[src/rtl/gold_miner_pkg.sv]
`default_nettype none
// +--------------------------------------------------------------------------+
// | Package : gold_miner_pkg                                                  |
// | Shared definitions for the gold-miner game control blocks: object type    |
// | codes, heavy-object threshold, object score table, screen limits and the |
// | retract FSM state encoding.                                               |
// | Revision: 1.0  initial release                                            |
// +--------------------------------------------------------------------------+
package gold_miner_pkg;

  // Object type codes carried by the hook (0 = nothing attached).
  // Codes are ordered so that everything from HEAVY_MIN upward is heavy.
  localparam logic [4:0] OBJ_NONE        = 5'd0;
  localparam logic [4:0] OBJ_DIAMOND     = 5'd1;
  localparam logic [4:0] OBJ_GOLD_SMALL  = 5'd2;
  localparam logic [4:0] OBJ_BAG         = 5'd3;
  localparam logic [4:0] OBJ_GOLD_MED    = 5'd4;
  localparam logic [4:0] OBJ_STONE_SMALL = 5'd5;
  localparam logic [4:0] OBJ_GOLD_BIG    = 5'd6;
  localparam logic [4:0] OBJ_STONE_BIG   = 5'd7;

  // Objects at or above this code slow the retract down.
  localparam logic [4:0] HEAVY_MIN = OBJ_GOLD_BIG;

  // Screen geometry shared with the descend FSM and draw engine.
  localparam logic [7:0] SCREEN_Y_FLOOR = 8'd230;
  localparam logic [7:0] HOOK_HEIGHT    = 8'd9;

  // Retract FSM states.
  typedef enum logic [3:0] {
    S_IDLE  = 4'd0,
    S_LATCH = 4'd1,
    S_DRAW  = 4'd2,
    S_CHECK = 4'd3,
    S_WAIT  = 4'd4,
    S_ERASE = 4'd5,
    S_STEP  = 4'd6,
    S_SCORE = 4'd7,
    S_EXIT  = 4'd8
  } pull_state_t;

  // Points awarded for a returned object. Codes without an entry score 0.
  function automatic logic [7:0] score_lut(input logic [4:0] obj);
    logic [7:0] pts;
    case (obj)
      OBJ_DIAMOND:     pts = 8'd250;
      OBJ_GOLD_SMALL:  pts = 8'd50;
      OBJ_BAG:         pts = 8'd100;
      OBJ_GOLD_MED:    pts = 8'd100;
      OBJ_STONE_SMALL: pts = 8'd10;
      OBJ_GOLD_BIG:    pts = 8'd200;
      OBJ_STONE_BIG:   pts = 8'd20;
      default:         pts = 8'd0;
    endcase
    return pts;
  endfunction

endpackage
`default_nettype wire

[src/rtl/pull_tick_divider.sv]
`default_nettype none
// +--------------------------------------------------------------------------+
// | Module  : pull_tick_divider                                               |
// | Counts pacing-timer ticks while the retract FSM waits and flags the tick  |
// | that completes a step: 1 tick for light objects, HEAVY_TICKS for heavy.   |
// | Only instantiated when WEIGHT_SLOWDOWN_EN is defined.                     |
// | Ports   : clk, resetn (sync, active-low)                                  |
// |           clear    - zero the count (new retract)                         |
// |           tick     - qualified timer tick (only while waiting)            |
// |           heavy    - carried object is heavy                              |
// |           step_due - this tick completes the step (combinational)         |
// | Revision: 1.0  initial release                                            |
// +--------------------------------------------------------------------------+
module pull_tick_divider #(
  parameter int HEAVY_TICKS = 3
) (
  input  logic clk,
  input  logic resetn,
  input  logic clear,
  input  logic tick,
  input  logic heavy,
  output logic step_due
);

  logic [3:0] count;
  logic [3:0] needed;

  assign needed   = heavy ? 4'(HEAVY_TICKS) : 4'd1;
  // The count holds ticks already seen in this step; the current tick is the
  // last one needed when count+1 reaches the target.
  assign step_due = tick && ((count + 4'd1) >= needed);

  always_ff @(posedge clk) begin
    if (!resetn || clear) begin
      count <= 4'd0;
    end else if (tick) begin
      count <= step_due ? 4'd0 : count + 4'd1;
    end
  end

endmodule
`default_nettype wire

[src/rtl/pullback_control.sv]
`default_nettype none
// +--------------------------------------------------------------------------+
// | Module  : pullback_control                                                |
// | Retract FSM: walks the hook from its release point back up to HOME_Y one |
// | step per pacing step, drawing/erasing it through the shared draw engine, |
// | carrying any grabbed object, then reports that object's score.           |
// | Config  : WEIGHT_SLOWDOWN_EN - heavy objects need HEAVY_TICKS timer ticks |
// |           per step (otherwise one tick per step for every object).       |
// | Ports   : clk, resetn (sync, active-low)                                  |
// |   in  start_pullback          level request from top control             |
// |   in  current_release_x/y     hook position at end of descent            |
// |   in  reach_bottom            descent hit the floor, nothing grabbed     |
// |   in  grabbed_type            object code under the hook                 |
// |   in  draw_object_done        draw engine completion pulse               |
// |   in  enable_next_pull_state  pacing timer tick                          |
// |   out enable_counter_pull     run the pacing timer                       |
// |   out start_draw_pull_hook    draw engine request                        |
// |   out erase_pull_hook         engine paints background instead of hook   |
// |   out pull_x_start/y_start    hook position for the engine               |
// |   out carry_type              object drawn under the hook                |
// |   out score_add/score_valid   points for the returned object             |
// |   out done_pullback           retract finished                           |
// | Revision: 1.0  initial release                                            |
// +--------------------------------------------------------------------------+
module pullback_control
  import gold_miner_pkg::*;
#(
  parameter logic [7:0] HOME_Y      = 8'd40,
  parameter int         STEP_PX     = 1,
  parameter int         HEAVY_TICKS = 3
) (
  input  logic       clk,
  input  logic       resetn,
  input  logic       start_pullback,
  input  logic [8:0] current_release_x,
  input  logic [7:0] current_release_y,
  input  logic       reach_bottom,
  input  logic [4:0] grabbed_type,
  input  logic       draw_object_done,
  input  logic       enable_next_pull_state,
  output logic       enable_counter_pull,
  output logic       start_draw_pull_hook,
  output logic       erase_pull_hook,
  output logic [8:0] pull_x_start,
  output logic [7:0] pull_y_start,
  output logic [4:0] carry_type,
  output logic [7:0] score_add,
  output logic       score_valid,
  output logic       done_pullback
);

  localparam logic [8:0] STEP_W = 9'(STEP_PX);

  pull_state_t state, state_nxt;
  logic [8:0]  hook_x, x_nxt;
  logic [7:0]  hook_y, y_nxt;
  logic [4:0]  hook_type, type_nxt;
  logic [7:0]  y_stepped;
  logic        step_due;
  logic        drawing_nxt;

  // Moving up never passes HOME_Y: compare in 9 bits so HOME_Y+STEP_PX
  // cannot wrap.
  assign y_stepped = (({1'b0, hook_y}) < ({1'b0, HOME_Y} + STEP_W))
                     ? HOME_Y : (hook_y - 8'(STEP_PX));

`ifdef WEIGHT_SLOWDOWN_EN
  pull_tick_divider #(
    .HEAVY_TICKS (HEAVY_TICKS)
  ) u_tick_div (
    .clk      (clk),
    .resetn   (resetn),
    .clear    (state == S_LATCH),
    .tick     ((state == S_WAIT) && enable_next_pull_state),
    .heavy    (hook_type >= HEAVY_MIN),
    .step_due (step_due)
  );
`else
  // Every object advances on each timer tick.
  assign step_due = (state == S_WAIT) && enable_next_pull_state;
  logic [31:0] unused_heavy_ticks;
  assign unused_heavy_ticks = 32'(HEAVY_TICKS);
`endif

  // Next state and next datapath values. Outputs are registered from these
  // so they line up with the state they belong to.
  always_comb begin
    state_nxt = state;
    x_nxt     = hook_x;
    y_nxt     = hook_y;
    type_nxt  = hook_type;
    case (state)
      S_IDLE: begin
        if (start_pullback) state_nxt = S_LATCH;
      end
      S_LATCH: begin
        x_nxt     = current_release_x;
        // A release point at or above home collapses to a single draw.
        y_nxt     = (current_release_y <= HOME_Y) ? HOME_Y : current_release_y;
        type_nxt  = reach_bottom ? OBJ_NONE : grabbed_type;
        state_nxt = S_DRAW;
      end
      S_DRAW: begin
        if (draw_object_done) state_nxt = S_CHECK;
      end
      S_CHECK: begin
        state_nxt = (hook_y == HOME_Y) ? S_SCORE : S_WAIT;
      end
      S_WAIT: begin
        if (step_due) state_nxt = S_ERASE;
      end
      S_ERASE: begin
        if (draw_object_done) state_nxt = S_STEP;
      end
      S_STEP: begin
        y_nxt     = y_stepped;
        state_nxt = S_DRAW;
      end
      S_SCORE: begin
        state_nxt = S_EXIT;
      end
      S_EXIT: begin
        if (!start_pullback) state_nxt = S_IDLE;
      end
      default: begin
        state_nxt = S_IDLE;
      end
    endcase
  end

  assign drawing_nxt = (state_nxt == S_DRAW) || (state_nxt == S_ERASE);

  always_ff @(posedge clk) begin
    if (!resetn) begin
      state                <= S_IDLE;
      hook_x               <= 9'd0;
      hook_y               <= 8'd0;
      hook_type            <= 5'd0;
      enable_counter_pull  <= 1'b0;
      start_draw_pull_hook <= 1'b0;
      erase_pull_hook      <= 1'b0;
      pull_x_start         <= 9'd0;
      pull_y_start         <= 8'd0;
      carry_type           <= 5'd0;
      score_add            <= 8'd0;
      score_valid          <= 1'b0;
      done_pullback        <= 1'b0;
    end else begin
      state                <= state_nxt;
      hook_x               <= x_nxt;
      hook_y               <= y_nxt;
      hook_type            <= type_nxt;
      enable_counter_pull  <= (state_nxt == S_WAIT);
      start_draw_pull_hook <= drawing_nxt;
      erase_pull_hook      <= (state_nxt == S_ERASE);
      // Position and carried object are only presented while the engine is
      // busy, so the bus reads zero at all other times.
      pull_x_start         <= drawing_nxt ? x_nxt    : 9'd0;
      pull_y_start         <= drawing_nxt ? y_nxt    : 8'd0;
      carry_type           <= drawing_nxt ? type_nxt : 5'd0;
      score_valid          <= (state_nxt == S_SCORE);
      score_add            <= (state_nxt == S_SCORE) ? score_lut(type_nxt) : 8'd0;
      done_pullback        <= (state_nxt == S_EXIT);
    end
  end

endmodule
`default_nettype wire

[config.mk]
export PLATFORM = sky130hd
export DESIGN_NAME = pullback_control
export DESIGN_NICKNAME = d
export VERILOG_FILES = /design/src/rtl/gold_miner_pkg.sv /design/src/rtl/pull_tick_divider.sv /design/src/rtl/pullback_control.sv
export SDC_FILE = /design/constraint.sdc
export NUM_CORES = 1
export LEC_CHECK = 0
export CORE_AREA = 5 5 76 78
export CTS_CLUSTER_SIZE = 25
export DETAILED_ROUTE_END_ITERATION = 12
export DIE_AREA = 0 0 81 83
export PLACE_DENSITY_LB_ADDON = 0.2
export SKIP_LAST_GASP = 1
export SLEW_MARGIN = 20
export SYNTH_ARGS = -nofsm -noshare
export SYNTH_HDL_FRONTEND = slang
export SYNTH_SLANG_ARGS = --single-unit
[constraint.sdc]
create_clock -name clk -period 3.6 [get_ports clk]
set_input_delay 0.36 -clock clk [delete_from_list [all_inputs] [get_ports clk]]
set_output_delay 0.36 -clock clk [all_outputs]
set_load 0.05 [all_outputs]
==> impl_metrics.json <==
{
  "placedInstanceArea_um2": 3130,
  "synth_seq_cells": 60,
  "setup_viol": 0,
  "nFillCells": 438,
  "fin_setup_tns_ns": 0,
  "postSynthCellCount": 276,
  "portBuffers": 61,
  "ir_drop_mv": 0.406,
  "ant_nets": 0,
  "dr.pass1.iters": 4,
  "outcome": "complete, no violations",
  "clock_path_buffers": 2,
  "netlist_area_um2": 2490,
  "hold_buffers": 0,
  "antenna_cells": 0,
  "io-pin-count": 63,
  "insertion_delay_ns": 0.33,
  "ff2ff_setup_slack_ns": 1.26,
  "cts.sinks": 60,
  "yosysWarnings": 0,
  "multi_input_area_um2": 1170,
  "rsz0062_at_grt": "false",
  "period_needed_ns": 2.34,
  "reg2reg_depth": 6,
  "hold_path.startpoint": "hook_x[1]",
  "gp_congestion": 0.877,
  "h-tree-depth": 3,
  "cp-start-kind": "register",
  "postCtsSetupBuffers": 0,
  "nets": 366,
  "synthArstFlopShare": 0,
  "antenna_found_initial": 0,
  "syn_avg_cell_area_um2": 9.03,
  "placementRows": 26,
  "vias": 2140,
  "ff_latch_area_um2": 1200,
  "period_share": 0.650,
  "skew_ns": 0.00596,
  "relSlewSlack": 0.494,
  "maxSlewViolCount": 0,
  "synthFlopType": "dfxtp_1",
  "die_x_um": 81,
  "end_kind": "register",
  "max_freq_mhz": 428,
  "hp-class": "reg -> reg",
  "worst_slew_pin_slew_ns": 0.759,
  "start_util": 0.498,
  "ys_seq_area_frac": 0.482,
  "grt-ovfl-total": 0,
  "synth_nets": 306,
  "grt_pass1_wl_um": 9950,
  "timing.rr.end": "score_add[2]",
  "totalPowerFinal_w": 0.00168,
  "required_ns": 3.81,
  "dp_hpwl_um": 4050,
  "grt_pass1_vias": 2130,
  "hold_violations": 0,
  "pwr_density_cell_nw_per_um2": 497,
  "drtIter0Drc": 104,
  "drive_gt1_frac": 0.0674,
  "fp.coreArea_um2": 5010,
  "via_per_inst": 5.21,
  "timing.rr.start": "state[0]",
  "cts_resized": 0,
  "grt_max_degree": 27,
  "wirelength_um": 5690,
  "cts_tree": "built",
  "drv_cap": 0,
  "die_h_um": 83,
  "hold_depth": 2,
  "leakage_nw": 1.25,
  "synthDistinctLibCells": 52,
  "crit_arrival_ns": 2.55,
  "clkTransAtPathRegs_ns": 0.07,
  "synth_edf_count": 0,
  "grtUsageTotal": 0.186,
  "cts_buffers": 9,
  "remaining_drc_errors": 0,
  "path_max_fanout": 26,
  "dieArea_um2": 6720,
  "root_buffer": "clkbuf_8",
  "crit_type": "reg -> reg",
  "holdPathEnd": "hook_x[1]",
  "areaGrowthSynthToFinish_pct": 35.4,
  "wl_per_cell_um": 13.8,
  "stdcell_area_um2": 3380
}
layer usage:
layer  GRT usage  part of all wire
met1       0.246              0.45
met2       0.273              0.45
met3      0.0606             0.083
met4      0.0860             0.015
met5           0                 0
synthesized netlist by cell type, types with 3 or more instances:
| master | number | share of area |
|---|---|---|
| buf_4 | 3 | 0.0090 |
| nand2_1 | 7 | 0.011 |
| nor2_1 | 56 | 0.084 |
| and2_1 | 4 | 0.010 |
| nor3b_1 | 3 | 0.0090 |
| a21oi_1 | 11 | 0.022 |
| nor2b_1 | 7 | 0.018 |
| or3_1 | 5 | 0.013 |
| o31ai_1 | 4 | 0.012 |
| clkbuf_1 | 4 | 0.0060 |
| a31oi_1 | 6 | 0.015 |
| a211oi_1 | 3 | 0.0090 |
| inv_1 | 12 | 0.018 |
| dfxtp_1 | 60 | 0.48 |
| nand2b_1 | 6 | 0.015 |
| buf_2 | 6 | 0.012 |
| mux2i_1 | 14 | 0.056 |
| nor3_1 | 9 | 0.018 |
| o21ai_0 | 10 | 0.020 |
| nand3_1 | 5 | 0.010 |
registers in the layout, indices dropped and copies added (netlist names):
name / cells
score_add: 7
pull_x_start: 9
erase_pull_hook: 1
enable_counter_pull: 1
hook_x: 9
score_valid: 1
done_pullback: 1
state: 4
hook_type: 5
pull_y_start: 8
start_draw_pull_hook: 1
carry_type: 5
hook_y: 8
cell usage in the layout, fill, tap and decap left out, types with 6 or more instances in the layout:
cell type and n:
inv_1 12, nor2_1 56, o21ai_0 10, nor2b_1 7, nand2b_1 6, a21oi_1 11
nor3_1 9, nand2_1 7, dfxtp_1 60, clkdlybuf4s50_1 61, a31oi_1 6, mux2i_1 14
clkbuf_8 9
cells by family (layout without fill, tap and decap cells):
family | Yosys count | after routing | share of synthesized area
flip-flops | 60 | 60 | 0.482
multiplexers | 15 | 15 | 0.0607
buffers and inverters | 26 | 91 | 0.0497
XOR/XNOR | 3 | 3 | 0.0105
AND/OR/NAND/NOR | 120 | 120 | 0.255
AO/OA/AOI/OAI | 49 | 49 | 0.130
adder cells (fa/ha/maj) | 2 | 2 | 0.0100
other | 1 | 1 | 0.00150
metrics by stage:
| stage | worst slack [ns] | hold WS (ns) | instances | utilization |
|---|---|---|---|---|
| 3_3_place_gp | 1.29 | 0.465 | 395 | 0.624 |
| 6_report | 1.26 | 0.488 | 411 | 0.674 |
| 3_5_place_dp | 1.27 | 0.478 | 395 | 0.624 |
| 4_1_cts | 1.28 | 0.495 | 411 | 0.674 |
| 2_1_floorplan | 1.69 | 0.456 | 276 | - |
| 5_1_grt | 0.975 | 0.536 | 411 | 0.674 |
power breakdown:
| part | leakage [nW] | switching, W | total [W] | internal [W] |
|---|---|---|---|---|
| sequential | 0.486 | 0.0000228 | 0.000711 | 0.000688 |
| combinational | 0.644 | 0.000132 | 0.000235 | 0.000103 |
| clock | 0.120 | 0.000267 | 0.000731 | 0.000464 |
| total | 1.25 | 0.000422 | 0.00168 | 0.00125 |
layout make-up:
| class | instances | share of cell area |
|---|---|---|
| timing repair buffer | 63 | 0.185 |
| clock buffer | 9 | 0.0367 |
| clock inverter | 7 | 0.0367 |
| multi-input combinational | 190 | 0.346 |
| tap | 70 | 0.0259 |
| inverter | 12 | 0.0133 |
| sequential | 60 | 0.356 |
critical path: stages, from the launching register on:
cell and delay [ns]:
dfxtp_1 0.58, nor4b_4 0.27, buf_4 0.35, mux2i_1 0.49, o311ai_0 0.24, nand3_1 0.18, a21oi_1 0.08
worst max-delay path by stage:
stage	from	to	slack, ns	cells past startpoint
after detailed placement	start_pullback	pull_y_start[3]	1.27	8
after global routing	state[0]	score_add[5]	0.97	6
after floorplan	state[2]	pull_y_start[4]	1.69	7
final	state[0]	score_add[2]	1.26	6
after global placement	start_pullback	pull_y_start[3]	1.29	8
after CTS	state[2]	pull_y_start[3]	1.28	7
(Power assumes the default switching activity.)
